`src/rtl/move_queue.sv`:
```
// Keyboard-to-direction front end: decodes scan codes into moves, queues up to
// DEPTH accepted turns and releases one per game step, with a pause toggle.
module move_queue #(
  parameter int         DEPTH     = 4,
  parameter logic [7:0] KEY_RIGHT = 8'h74,
  parameter logic [7:0] KEY_UP    = 8'h75,
  parameter logic [7:0] KEY_LEFT  = 8'h6B,
  parameter logic [7:0] KEY_DOWN  = 8'h72,
  parameter logic [7:0] KEY_PAUSE = 8'h29,
  parameter logic [1:0] INIT_MOVE = 2'd0
) (
  input  logic                       clk,
  input  logic                       reset,
  input  logic                       newKey,
  input  logic [7:0]                 keyCode,
  input  logic                       step,
  output logic [1:0]                 move,
  output logic                       paused,
  output logic [$clog2(DEPTH):0]     count,
  output logic                       overflow
);

  localparam int PTR_W = $clog2(DEPTH);
  localparam int CNT_W = PTR_W + 1;
  localparam logic [CNT_W-1:0] FULL_CNT = CNT_W'(DEPTH);

  logic [1:0]       queue [DEPTH];
  logic [PTR_W-1:0] wr_ptr;
  logic [PTR_W-1:0] rd_ptr;
  logic [PTR_W-1:0] tail_ptr;

  logic       key_is_dir;
  logic [1:0] key_dir;
  logic       key_pause;
  logic [1:0] last;
  logic       empty;
  logic       full;
  logic       dir_ok;
  logic       push;
  logic       pop;
  logic       drop;

  always_comb begin
    key_is_dir = 1'b0;
    key_dir    = 2'd0;
    if (newKey) begin
      if (keyCode == KEY_RIGHT) begin
        key_is_dir = 1'b1;
        key_dir    = 2'd0;
      end else if (keyCode == KEY_UP) begin
        key_is_dir = 1'b1;
        key_dir    = 2'd1;
      end else if (keyCode == KEY_LEFT) begin
        key_is_dir = 1'b1;
        key_dir    = 2'd2;
      end else if (keyCode == KEY_DOWN) begin
        key_is_dir = 1'b1;
        key_dir    = 2'd3;
      end
    end
  end

  assign key_pause = newKey && (keyCode == KEY_PAUSE);
  assign empty     = (count == '0);
  assign full      = (count == FULL_CNT);
  assign tail_ptr  = wr_ptr - 1'b1;

  // Reversal/duplicate checks are against the newest queued turn, not the current move.
  assign last   = empty ? move : queue[tail_ptr];
  assign dir_ok = key_is_dir && !paused && (key_dir != last) && (key_dir != (last ^ 2'd2));
  assign pop    = step && !paused && !empty;
  assign push   = dir_ok && (!full || pop);
  assign drop   = dir_ok && full && !pop;

  always_ff @(posedge clk) begin
    if (push) queue[wr_ptr] <= key_dir;
  end

  always_ff @(posedge clk) begin
    if (reset) begin
      move     <= INIT_MOVE;
      paused   <= 1'b0;
      count    <= '0;
      overflow <= 1'b0;
      wr_ptr   <= '0;
      rd_ptr   <= '0;
    end else begin
      overflow <= drop;
      if (key_pause) paused <= ~paused;
      if (push) wr_ptr <= wr_ptr + 1'b1;
      if (pop) begin
        move   <= queue[rd_ptr];
        rd_ptr <= rd_ptr + 1'b1;
      end
      case ({push, pop})
        2'b10:   count <= count + 1'b1;
        2'b01:   count <= count - 1'b1;
        default: count <= count;
      endcase
    end
  end

endmodule
```
`config.mk`:
```
export PLATFORM = sky130hd
export DESIGN_NAME = move_queue
export DESIGN_NICKNAME = d
export VERILOG_FILES = /design/src/rtl/move_queue.sv
export SDC_FILE = /design/constraint.sdc
export NUM_CORES = 1
export LEC_CHECK = 0
export ABC_AREA = 1
export CAP_MARGIN = 5
export CORE_MARGIN = 5
export CORE_UTILIZATION = 51
export CTS_CLUSTER_DIAMETER = 150
export CTS_CLUSTER_SIZE = 30
export DETAILED_ROUTE_END_ITERATION = 12
export HOLD_SLACK_MARGIN = 0.08
export PLACE_DENSITY = 0.83
export SLEW_MARGIN = 20
export SYNTH_ARGS = -nofsm -noshare
export SYNTH_HDL_FRONTEND = slang
export SYNTH_SLANG_ARGS = --single-unit
```
`constraint.sdc`:
```
create_clock -name clk -period 2.85 [get_ports clk]
set_input_delay 0.4275 -clock clk [delete_from_list [all_inputs] [get_ports clk]]
set_output_delay 0.4275 -clock clk [all_outputs]
set_load 0.05 [all_outputs]
```
**Yosys cells after proc, flatten, opt, wreduce, memory -nomap -nowiden**

Memories as Yosys holds them, arrays and structs flattened. A register that Yosys moved wholly into a read port is not among the register bits.
Index checks and enable logic that the tools add are counted.

- Add/sub/neg operators: 5
- Equality and inequality tests: 10
- Multiplexer cells: 14
- Bitwise operators: 2
- Reduce and logical (&&, ||, !) cells: 16

Operator list:

| cell | number |
|---|---|
| $eq A8 B7 Y1 const B | 4 |
| $mux W2 | 6 |
| $logic_and A1 B1 Y1 | 9 |
| $eq A8 B6 Y1 const B | 1 |
| $mux W1 | 7 |
| $pmux W3 S2 | 1 |
| $add A2 B1 Y2 const B | 2 |
| $logic_not A1 Y1 | 4 |
| $ne A2 B2 Y1 | 2 |
| $add A3 B1 Y3 const B | 1 |
| $eq A3 B3 Y1 const B | 1 |
| $logic_not A3 Y1 | 1 |
| $sub A3 B1 Y3 const B | 1 |
| $eq A2 B1 Y1 const B | 1 |
| $eq A2 B2 Y1 const B | 1 |
| $not A1 Y1 | 2 |
| $reduce_bool A2 Y1 | 1 |
| $sub A2 B1 Y2 const B | 1 |
| $logic_or A1 B1 Y1 | 1 |

- Register bits after elaboration: 9
- RAM bits: 8
- Bits of input ports: 12
- Output and inout bits: 7
- Word-level logic and storage cells: 53
- Memories: 1

Memory list:

| memory | depth | width | read ports | clocked after memory_dff | wr ports | RTL line | source |
|---|---|---|---|---|---|---|---|
| queue | 4 | 2 | 2 | 1 | 1 | 27 | `logic [1:0] queue [DEPTH];` |

**Depth between registers and ports, before layout**

- Depth in word-level cells: 12
- Gate-level depth with buffers: 17
- Mapped depth without buffers: 17

**Worst setup path after synthesis**

OpenSTA, ideal clock, no wires.

- Path kind: reg-to-reg
- Start: reg wr_ptr[0]
- End: reg count[2]
- Library setup time: 0.122 ns
- Arrival: 2.294 ns
- Data required time: 2.728 ns
- Path slack: 0.434 ns
- Cell stages (with the launch flop): 17
- Clock period less this slack: 2.416 ns
- Cells stage by stage: dfxtp_1 -> inv_1 -> ha_1 -> inv_1 -> nand3_1 -> nand3_1 -> nand2_1 -> nand2_1 -> nand2_4 -> nand4_2 -> ha_1 -> inv_1 -> fa_1 -> a21oi_1 -> o21ai_0 -> o21ai_0 -> a21oi_1

- Longest elaborated chain between the ends: 9
- Elaborated cells between the ends (all ways): 13
- Those cells by class: add/sub: 1; eq/ne: 4; mux: 2; bitwise: 1; reduce/logical: 4; memory: 1

RTL lines:

| what | RTL line | source |
|---|---|---|
| start, declared | 28 | `logic [PTR_W-1:0] wr_ptr;` |
| start signal, assigned | 90 | `if (push) wr_ptr <= wr_ptr + 1'b1;` |
| $sub A2 B1 Y2 (*) | 66 | `assign tail_ptr = wr_ptr - 1'b1;` |
| named net tail_ptr[0] | 30 | `logic [PTR_W-1:0] tail_ptr;` |
| $mem_v2 Z4 W2 (*) | -- |  |
| $mux W2 (*) | 69 | `assign last = empty ? move : queue[tail_ptr];` |
| $ne A2 B2 Y1 / $not A1 Y1 (equally long branches) | -- |  |
| $logic_and A1 B1 Y1 / $ne A2 B2 Y1 (equally long branches) | 70 | `assign dir_ok = key_is_dir && !paused && (key_dir != last) && (key_dir != (last ^ 2'd2));` |
| $logic_and A1 B1 Y1 (*) | 70 |  |
| $logic_and A1 B1 Y1 (*) | 72 | `assign push = dir_ok && (!full \|\| pop);` |
| $eq A2 B1 Y1 / $eq A2 B2 Y1 (equally long branches) | 95 | `case ({push, pop})` |
| $pmux W3 S2 / $reduce_bool A2 Y1 (equally long branches) | -- |  |
| end signal, assigned | 96 | `2'b10: count <= count + 1'b1;` |
| end signal, assigned | 97 | `2'b01: count <= count - 1'b1;` |
| end signal, assigned | 98 | `default: count <= count;` |
| end, declared | 19 | `output logic [$clog2(DEPTH):0] count,` |

Mark *: on every way through the listed nets, which the timed path passes. The rest lies on a longest branch.
A chain may end at the register's enable or synchronous reset.

**Final worst setup path**

Ends and elaborated chain as after synthesis.

==> key figures <==
STA
  • Final-report max-slew violation count: 0
  • Final sum of negative setup slack: 0 ns
  • Highest clock rate: a little under 0.4 GHz
  • Minimum period implied by the final worst setup slack: between 2 and 3 ns
  • Total count of hold-check failures in the final report: 0
  • Final count of negative-setup-slack endpoints: 0
  • Measured slew at the worst slew-check pin: around 0.50 ns
  • Worst hold slack: roughly 0.56 ns
  • Smallest setup slack after layout: roughly 0.29 ns
  • Setup repair after global routing missed its margin: false
  • Normalized max-slew margin: roughly two thirds
  • Share of the clock period used by the worst path: approximately 90%
  • Final Skew: between 0.007 and 0.008 ns

GRT
  • Number of global-route vias before repair: a little under 1,000
  • Overall global routing resource usage: between 10% and 20%
  • Largest net degree at the start of global routing: 12
  • Wire length of the first global-routing pass: around 4 mm
  • Number of antenna violations at the first check in global routing: 0
  • Sum of overflow across all layers after global routing: 0

Worst hold path
  • Terminating pin of the worst hold path: rd_ptr[1]
  • Hold path startpoint: rd_ptr[1]
  • Class of the worst hold path: flop to flop
  • Cell depth of the worst hold path: 2

Logic synthesis
  • Net Count, Synth: between 150 and 200
  • Yosys Warn Count: 0
  • Number of synthesized register bits: 19
  • Number of unique standard cell types used by synthesis: 21
  • Mean instance size in the synthesized netlist: around 7.5 um^2
  • Proportion of netlist area held by the largest area contributor: between 20% and 30%
  • Area contributors post-synth: sky130_fd_sc_hd__edfxtp_1 (22%), sky130_fd_sc_hd__dfxtp_1 (20%), sky130_fd_sc_hd__nand2_1 (9.1%), sky130_fd_sc_hd__nor2_1 (8.5%), sky130_fd_sc_hd__inv_1 (8.1%)
  • Mapped Area: between 1000 and 1500 um^2
  • Synth Instances: 147
  • Top cell type by total area after synthesis: sky130_fd_sc_hd__edfxtp_1
  • Post-synthesis sequential area ratio: approximately two fifths

Worst setup path
  • Reg-to-Reg End: count[2]
  • Reg-to-Reg Start: wr_ptr[0]
  • Worst reg-to-reg setup slack: about 0.29 ns
  • Worst endpoint data arrival time: approximately 2.8 ns
  • Worst path required time: about 3.0 ns
  • Startpoint type of the worst setup path: flop
  • Crit Path Max Fanout: 6
  • Worst Reg2Reg Path Length in Cells: 16
  • Type of element capturing the critical path: flop
  • Classification of the worst setup path: flop to flop

Route
  • Vias per cell: roughly 5
  • Total Routed Length: roughly 2.2 mm
  • DR WL/cell: roughly 11 um
  • Initial DRC Count: 9
  • DRC Markers: 0
  • Count of nets left with antenna violations after detail routing: 0
  • Iteration count of the initial detailed-routing pass: 4
  • Vias after detailed routing: 999

Clocking
  • Clock insertion delay at the later pin of the skew report: around 0.30 ns
  • Number of buffers on the longest clock path: 2
  • CTS hold repair buffers: 0
  • H-Tree Depth: 1
  • Root Buffer Master: sky130_fd_sc_hd__clkbuf_4
  • Clock Pin Slew Worst Setup and Hold Paths: around 0.12 ns
  • Clock tree from TritonCTS: yes
  • Sinks on the clock net: 19
  • Total clock buffers created by CTS: 3

Place
  • IO Port Bufs: 18
  • Global placement routability congestion: 0.7812
  • Post-placement cell area: approximately 1300 um^2
  • Half-perimeter wire length of the detailed placement result: roughly 1.8 mm
  • Setup slack after placement: roughly 0.036 ns

Final layout
  • Layout cell share with drive strength beyond 1: about a tenth
  • Total area of multi-input combinational cells: around 560 um^2
  • Layout overhead on the synthesized area: 22.57%
  • Core occupancy in the finished layout: 67.20%
  • Number of inserted diodes: 0
  • Net count of the finished layout: about 190
  • Leading cell type in the layout, fill and taps excluded: sky130_fd_sc_hd__nand2_1
  • Area of all placed cells without fillers: ~1400 um^2
  • Register Area: ~460 um^2
  • Filler Cells Inserted: ~170
  • Most frequent cells in the layout: sky130_fd_sc_hd__nand2_1 (27), sky130_fd_sc_hd__nor2_1 (25), sky130_fd_sc_hd__inv_1 (24)

Run status
  • Status: completed

Die
  • Ports: 19
  • Placeable core region: approximately 2000 um^2
  • Width of the die: roughly 57 um
  • Starting Density: 54.83%
  • Die Outline Area: 3206 um^2
  • Die extent in y: 56.62 um
  • Row cnt: 16

Power and ir drop
  • Maximum ir drop on the vdd rail: between 0.0002 and 0.00025 V
  • Leakage power: 0.5464 nW
  • Power density cells: approximately 330 nW/um^2

Job
  • Max-capacitance violation count: 0
[critical path, stage by stage (launching register included)]
cell                      delay, ns
sky130_fd_sc_hd__dfxtp_2       0.39
sky130_fd_sc_hd__inv_1         0.11
sky130_fd_sc_hd__ha_1          0.34
sky130_fd_sc_hd__inv_1         0.09
sky130_fd_sc_hd__nand3_1       0.10
sky130_fd_sc_hd__nand3_1       0.09
sky130_fd_sc_hd__nand2_1       0.06
sky130_fd_sc_hd__nand2_1       0.10
sky130_fd_sc_hd__nand2_4       0.08
sky130_fd_sc_hd__nand4_2       0.08
sky130_fd_sc_hd__ha_1          0.15
sky130_fd_sc_hd__inv_1         0.06
sky130_fd_sc_hd__fa_1          0.38
sky130_fd_sc_hd__a21oi_1       0.14
sky130_fd_sc_hd__o21ai_0       0.11
sky130_fd_sc_hd__o21ai_1       0.13
sky130_fd_sc_hd__a21oi_1       0.05
[sequential cells by signal (all words and copies together) (netlist names)]
signal    cells
count         3
move          2
overflow      1
paused        1
queue         8
rd_ptr        2
wr_ptr        2
[metrics by stage]
step | power [W] | cells
2_1_floorplan | 0.0002998 | 147
4_1_cts | 0.0004589 | 197
3_5_place_dp | 0.0003204 | 193
5_1_grt | 0.0004751 | 197
6_report | 0.0004539 | 197
3_3_place_gp | 0.0003195 | 193
[how the worst max path moves through the flow]
stage | start | to | cells past startpoint
after floorplan | wr_ptr[0] | count[2] | 16
after global placement | keyCode[7] | count[2] | 16
after detailed placement | keyCode[1] | count[2] | 17
after CTS | wr_ptr[0] | count[2] | 16
after global routing | wr_ptr[0] | count[2] | 16
final | wr_ptr[0] | count[2] | 16
[report_power, final]
part	switching [W]	internal, W
registers	0.0000000209	0.000281
logic	0.0000155	0.0000177
clock network	0.0000873	0.0000524
[layer usage]
metal,global-route usage (%),up-vias,wire length (um)
met5,0,-,0
met3,3.670,7,96
met1,17.54,453,936
met2,26.07,20,1075
li1,-,519,-
met4,8.814,0,70
[repair_timing]
item                                    4_1_cts  5_1_grt
resized for setup                             0        2
endpoints found under the hold margin         0        0
setup buffers                                 0        0
endpoints found under the setup margin        0        1
[kinds of logic after synthesis]
group	share of synthesized area, %
AOI/OAI and AO/OA	11.17
DFF	41.53
and+or+nand+nor	31.71
adders and majority gates	7.449
buffers and inverters	8.127
[cell type report]
cell class,count,share of cell area (%)
flip-flops and latches,19,33.98
multi-input cells,104,41.07
repair buffers,19,13.81
inverters,24,6.630
clock inverters,1,0.3683
clock buffers,3,1.657
well taps,27,2.486
[cells in the mapped netlist (all sizes together)]
cell type  count
nand2         32
nor2          28
inv           24
o21ai         12
dfxtp         11
nand3          9
a21oi          8
edfxtp         8
ha             5
nand4          3
nor3           3
a31oi          2
fa             1
or2            1
(Power assumes the default switching activity.)
